File: config.mk
export PLATFORM = sky130hd
export DESIGN_NAME = data_memory
export DESIGN_NICKNAME = d
export VERILOG_FILES = /design/src/rtl/data_memory.sv
export SDC_FILE = /design/constraint.sdc
export NUM_CORES = 2
export LEC_CHECK = 0
export ABC_AREA = 0
export CAP_MARGIN = 20
export CORE_UTILIZATION = 58
export DETAILED_ROUTE_END_ITERATION = 7
export GPL_TIMING_DRIVEN = 0
export MAX_ROUTING_LAYER = met4
export PLACE_DENSITY = 0.87
export SETUP_SLACK_MARGIN = 0.02
export SYNTH_ARGS = -nofsm -noshare
export SYNTH_HDL_FRONTEND = slang
export SYNTH_SLANG_ARGS = --single-unit
export TNS_END_PERCENT = 10
File: constraint.sdc
create_clock -name clk -period 76.3 [get_ports clk]
set_input_delay 15.26 -clock clk [delete_from_list [all_inputs] [get_ports clk]]
set_output_delay 15.26 -clock clk [all_outputs]
set_load 0.02 [all_outputs]
File: src/rtl/data_memory.sv
// 256 x 8 data memory with a fixed, parameterised access latency.
// The initiator is stalled through busywait; an illegal read+write request raises a one-cycle err.
module data_memory #(
    parameter int unsigned LATENCY = 4
) (
    input  logic       clk,
    input  logic       reset,
    input  logic       read,
    input  logic       write,
    input  logic [7:0] address,
    input  logic [7:0] writedata,
    output logic [7:0] readdata,
    output logic       busywait,
    output logic       err
);

    typedef enum logic [1:0] {StIdle, StBusy, StDone} state_e;

    localparam logic [3:0] CntLoad = 4'(LATENCY - 1);

    state_e     state_q, state_d;
    logic [3:0] cnt_q, cnt_d;
    logic       op_wr_q;
    logic [7:0] addr_q;
    logic [7:0] wdata_q;
    logic [7:0] readdata_q;
    logic       err_q;
    logic [7:0] mem_q [256];

    logic req_ok;
    logic req_bad;
    logic start;
    logic access;

    assign req_ok  = read ^ write;
    assign req_bad = read & write;
    assign start   = (state_q == StIdle) && req_ok;
    assign access  = (state_q == StBusy) && (cnt_q == 4'd0);

    always_comb begin
        state_d = state_q;
        cnt_d   = cnt_q;
        unique case (state_q)
            StIdle: begin
                if (req_ok) begin
                    state_d = StBusy;
                    cnt_d   = CntLoad;
                end
            end
            StBusy: begin
                if (cnt_q == 4'd0) begin
                    state_d = StDone;
                end else begin
                    cnt_d = cnt_q - 4'd1;
                end
            end
            StDone: state_d = StIdle;
            default: state_d = StIdle;
        endcase
    end

    always_ff @(posedge clk or posedge reset) begin
        if (reset) begin
            state_q    <= StIdle;
            cnt_q      <= 4'd0;
            op_wr_q    <= 1'b0;
            addr_q     <= 8'h00;
            wdata_q    <= 8'h00;
            readdata_q <= 8'h00;
            err_q      <= 1'b0;
        end else begin
            state_q <= state_d;
            cnt_q   <= cnt_d;
            err_q   <= (state_q == StIdle) && req_bad;
            // Request fields are captured once so churn during BUSY cannot leak in.
            if (start) begin
                op_wr_q <= write;
                addr_q  <= address;
                wdata_q <= writedata;
            end
            if (access && !op_wr_q) begin
                readdata_q <= mem_q[addr_q];
            end
        end
    end

    always_ff @(posedge clk or posedge reset) begin
        if (reset) begin
            for (int i = 0; i < 256; i++) begin
                mem_q[i] <= 8'h00;
            end
        end else if (access && op_wr_q) begin
            mem_q[addr_q] <= wdata_q;
        end
    end

    // Combinational so the initiator stalls in the same cycle it raises a request.
    assign busywait = !reset && (start || (state_q == StBusy));
    assign readdata = readdata_q;
    assign err      = err_q;

endmodule

Yosys cells after proc, flatten, opt, wreduce, memory -nomap -nowiden
Index checks and enable logic that the tools add are counted.
{"block": "totals", "register_bits": 2080, "input_bits": 20, "output_inout_bits": 10, "elab_cells": 300}
{"block": "classes", "n_addsub": 1, "n_lt_le_gt_ge": 2, "eq_ne": 4, "mux": 12, "bitwise": 3, "reduce_logical": 15}
{"cell": "2048-bit bitwise mux", "count": 1}
{"cell": "8-bit binary-select mux with 8-bit select", "count": 1}
{"cell": "8-bit demux with 8-bit select", "count": 1}
{"cell": "8-bit 2-to-1 mux", "count": 3}
{"cell": "9-bit greater-or-equal comparator (second input constant)", "count": 1}
{"cell": "9-bit by 1-bit less-than comparator with 1-bit output (second input constant)", "count": 1}
{"cell": "8-bit NOT with 9-bit output", "count": 1}
{"cell": "4-bit 2-to-1 mux", "count": 2}
{"cell": "4-bit one-hot mux with 2 select lines", "count": 1}
{"cell": "1-bit logical AND", "count": 7}
{"cell": "2-bit inequality test (second input constant)", "count": 3}
{"cell": "4-bit zero test", "count": 1}
{"cell": "2-bit 2-to-1 mux", "count": 2}
{"cell": "2-bit one-hot mux with 2 select lines", "count": 1}
{"cell": "4-bit by 1-bit subtractor with 4-bit output (second input constant)", "count": 1}
{"cell": "3-bit AND reduction", "count": 1}
{"cell": "2-bit by 1-bit equality test with 1-bit output (second input constant)", "count": 1}
{"cell": "1-bit zero test", "count": 2}
{"cell": "2-bit zero test", "count": 1}
{"cell": "2-bit AND reduction", "count": 1}
{"cell": "2-bit nonzero test", "count": 1}
{"cell": "1-bit bitwise AND", "count": 1}
{"cell": "1-bit logical OR", "count": 1}
{"cell": "1-bit XOR", "count": 1}

Depth between registers and ports, before layout
{"block": "logic_depth", "depth_word": 6, "depth_mapped": 12, "depth_no_buf": 9}

Worst setup path after synthesis
No wires, ideal clock.
{"block": "synth_path", "path_type": "input to output", "start": "in read", "end": "out busywait", "t_arrival_ps": 15896, "required_ps": 61040, "path_slack_ps": 45144, "stages": 3, "n_path_buf": 0, "cell_sequence": "ha_1 -> o21bai_1 -> nor2_1"}
{"block": "synth_via", "elab_chain_cells": 4}
{"element": "from (decl)", "line": "8", "text": "input logic read,"}
{"element": "1-bit XOR", "line": "35", "text": "assign req_ok = read ^ write;"}
{"element": "1-bit logical AND", "line": "37", "text": "assign start = (state_q == StIdle) && req_ok;"}
{"element": "1-bit logical OR", "line": "98", "text": "assign busywait = !reset && (start || (state_q == StBusy));"}
{"element": "1-bit logical AND", "line": "98"}
{"element": "to (decl)", "line": "13", "text": "output logic busywait,"}
Every way passes these cells.

Worst setup path in the final report
{"block": "layout_path", "start": "in write", "end": "out busywait"}
{"block": "layout_via", "elab_chain_cells": 4}
{"element": "from (decl)", "line": "9", "text": "input logic write,"}
{"element": "1-bit XOR", "line": "35"}
{"element": "1-bit logical AND", "line": "37"}
{"element": "1-bit logical OR", "line": "98"}
{"element": "1-bit logical AND", "line": "98"}
Every way passes these cells.

==> flow_summary.ini <==
[cts]
clock_sinks = 2080
cts_root_buf = clkbuf_16
clk_pin_slew_worst_paths_ns = 0.06
cts_resized = 0
cts_setup_buffers = 0
cts-buffers-inserted = 206
cts.path.max_buffers = 3
cts.hold.buffers_added = 0
cts_tree = built
clock_latency_ns = 0.89
cts_htree_levels = 4

[synth]
yosys_warnings = 0
async_reset_ff_share_pct = 100
syn_area_um2 = 96200
syn-num-nets = 6076
avgSynthCellArea_um2 = 15.9
synth_seq_cells = 2080
synth_ff_type = dfrtp_1
synth_seq_area_share_pct = 54.1
syn_inst = 6053
ys_types = 66
synth_edf_count = 0

[timing]
slew_viol_final = 0
setup_viol = 0
skew_ns = 0.0648
hold_viol = 0
fin_crit_sh_pct = 42.1
max_slew_margin_pct = 11.3
tightest_slew_ns = 1.33
rsz0062_at_grt = no
min_period_ns = 32.10
final.setup.tns_ns = 0
clock.fmax_mhz = 31.2

[grt]
grt_pass1_vias = 63400
grt_start_max_net_pins = 144
grt_pass1_wl_um = 486000
gr-total-overflow = 0
grt_antenna_before_repair = 26
track_usage_pct = 43.0

[worst_setup_path]
path_cells = clkdlybuf4s50_1 > ha_1 > o21bai_1 > nor2_1 > clkdlybuf4s50_1
critPathMostFrequentCell = clkdlybuf4s50_1
path_delay_family = buffers and inverters
end_kind = output port
cp.arrival_ns = 16.84
cp_slowest_cell = clkdlybuf4s50_1
start_kind = input port
critPathKind = input port to output port
worstPathRequired_ns = 61.04
crit_path_max_fanout = 2
worst-path-buf-inv = 2
crit_path_max_incr_delay_ns = 0.62

[detailed_routing]
drc = 0
routedWlPerCell_um = 39.5
wl_um = 345000
viasPerCell = 7.12
ant_nets = 0
via_count = 62100
drtIter0Drc = 8516
drt_first_pass_iters = 8

[placed_design]
dpl.hpwl_um = 235000
dp_cells = 8314
gp_congestion = 1.06
dpl_cell_area_um2 = 100000
numPortBuffers = 29

[die]
core-area_um2 = 165000
start_util_pct = 58.4
die_x_um = 409
die_area_um2 = 167000
row_count = 149
top_level_ports = 30
die_y_um = 409

[final_layout]
syn_to_final_growth_pct = 11.7
instances_no_fill = 8730
drive_gt1_share_pct = 52.2
design_area_um2 = 107000
finalNetCount = 6360

[power_and_ir_drop]
powerDensity_nw_per_um2 = 33.1
p_leak_nw = 50.6
ir_worst_vdd_mv = 0.0346

[worst_hold_path]
min_path_type = flip-flop to flip-flop

[run]
drv_cap = 0

[outcome]
outcome = completed
[metrics by stage]
stage / total power, mW / hold slack, ns / util (%) / setup slack (ns)
CTS: 3.45 / 0.485 / 65.1 / 44.19
detailed placement: 2.39 / 0.471 / 60.8 / 44.20
floorplan: 1.76 / 0.439 / - / 2.28
finish: 3.55 / 0.480 / 65.2 / 44.20
global route: 3.56 / 0.501 / 65.2 / 44.13
global placement: 2.36 / 0.450 / 60.2 / -16.38
[routing by layer]
| metal | global-route usage (%) | share of wire [%] |
|---|---|---|
| met2 | 58.0 | 42 |
| met4 | 29.8 | 9.1 |
| met5 | - | 0 |
| met3 | 18.3 | 14 |
| met1 | 52.0 | 35 |
[final cells by class]
cell class	instances	area, um^2
fill	11100	57400
sequential	2080	52000
multi-input combinational	3508	42000
clock buffer	320	6230
tap	2189	2740
buffer	457	2100
timing repair buffer	76	1250
clock inverter	55	897
antenna	37	92.6
inverter	8	37.5
[sequential cells by signal, summed over array words and instances (netlist names)]
register / cells
addr_q: 8
state_q: 2
wdata_q: 8
mem_q: 2048
readdata: 8
op_wr_q: 1
cnt_q: 4
err: 1
[path summary, 6_finish.rpt]
path | startpoint | to | slack [ns] | cells after the start
min in group asynchronous | reset | err$_DFF_PP0_ | 14.96 | 2
max in group asynchronous | reset | mem_q[468]$_DFFE_PP0P_ | 58.52 | 6
worst min-delay path | mem_q[1996]$_DFFE_PP0P_ | mem_q[1996]$_DFFE_PP0P_ | 0.48 | 1
worst max-delay path | write | busywait | 44.20 | 5
worst min register to register | mem_q[1996]$_DFFE_PP0P_ | mem_q[1996]$_DFFE_PP0P_ | 0.48 | 1
worst max register to register | addr_q[1]$_DFFE_PP0P_ | readdata[4]$_DFFE_PP0P_ | 70.58 | 11
[synthesized netlist by cell type, types with 5 or more instances]
master	number	area share (%)
a221oi_1	17	0.15
inv_1	6	0.023
nor2_4	155	1.8
dfrtp_1	2080	54
nor2b_1	15	0.098
mux2_2	2058	24
buf_2	92	0.48
mux2i_1	149	1.6
nand3_1	32	0.17
mux2_1	36	0.42
a211oi_1	10	0.078
buf_4	59	0.46
mux4_2	501	12
and2_1	5	0.033
a21oi_1	44	0.23
nor2_1	38	0.15
o221ai_1	5	0.046
o21ai_0	44	0.23
nor3_1	7	0.036
o22ai_1	18	0.12
nand4_1	6	0.039
nand2b_1	7	0.046
nand2_2	23	0.15
a41o_1	5	0.052
nand2_1	57	0.22
a31oi_1	8	0.052
clkbuf_1	282	1.1
a22oi_1	95	0.74
nor2_2	94	0.61
buf_1	20	0.078
nor3b_1	7	0.055
nor2_8	9	0.19
and3_1	5	0.033
a41oi_1	5	0.046
[report_power, final]
group	internal, mW	total (mW)	switching (mW)
clock	0.616	1.07	0.456
sequential	1.14	1.18	0.0325
combinational	0.298	1.31	1.01
total	2.06	3.55	1.50
[cell families after synthesis]
logic type,Yosys count,share of synthesized area (%)
xor+xnor,2,0.0182
compound gates,283,2.03
flops,2080,54.1
simple gates,476,3.82
buf+inv,465,2.20
fa+ha+maj,3,0.0390
mux,2744,37.8
[cell usage in the layout, fill, tap and decap left out, drive strengths merged, types with 3 or more instances in the layout]
cell type / count
a22o: 4
nand3: 36
nand2b: 7
and2: 5
diode: 37
buf: 222
nand4: 6
o22ai: 18
o21ai: 44
and3: 5
mux2i: 149
mux4: 501
o211ai: 4
a41oi: 5
nor3b: 8
clkinv: 36
nand2: 80
a22oi: 95
o221ai: 5
dfrtp: 2080
bufinv: 16
a31oi: 8
a21oi: 44
clkdlybuf4s50: 29
ha: 3
nor3: 8
nand4b: 4
a41o: 5
inv: 10
a221oi: 17
nor2b: 15
a211oi: 10
mux2: 2094
nor2: 296
clkbuf: 602
[worst reg2reg max path, stage by stage (launching register included)]
cell and delay, ns:
dfrtp_1 0.34, buf_4 0.23, buf_4 0.36, buf_2 0.61
buf_2 0.93, buf_2 0.68, mux4_2 0.50, a22oi_1 0.17
o21ai_0 0.17, o21ai_0 1.01, a41oi_1 0.31, a41o_1 0.30
(Power assumes the default switching activity.)
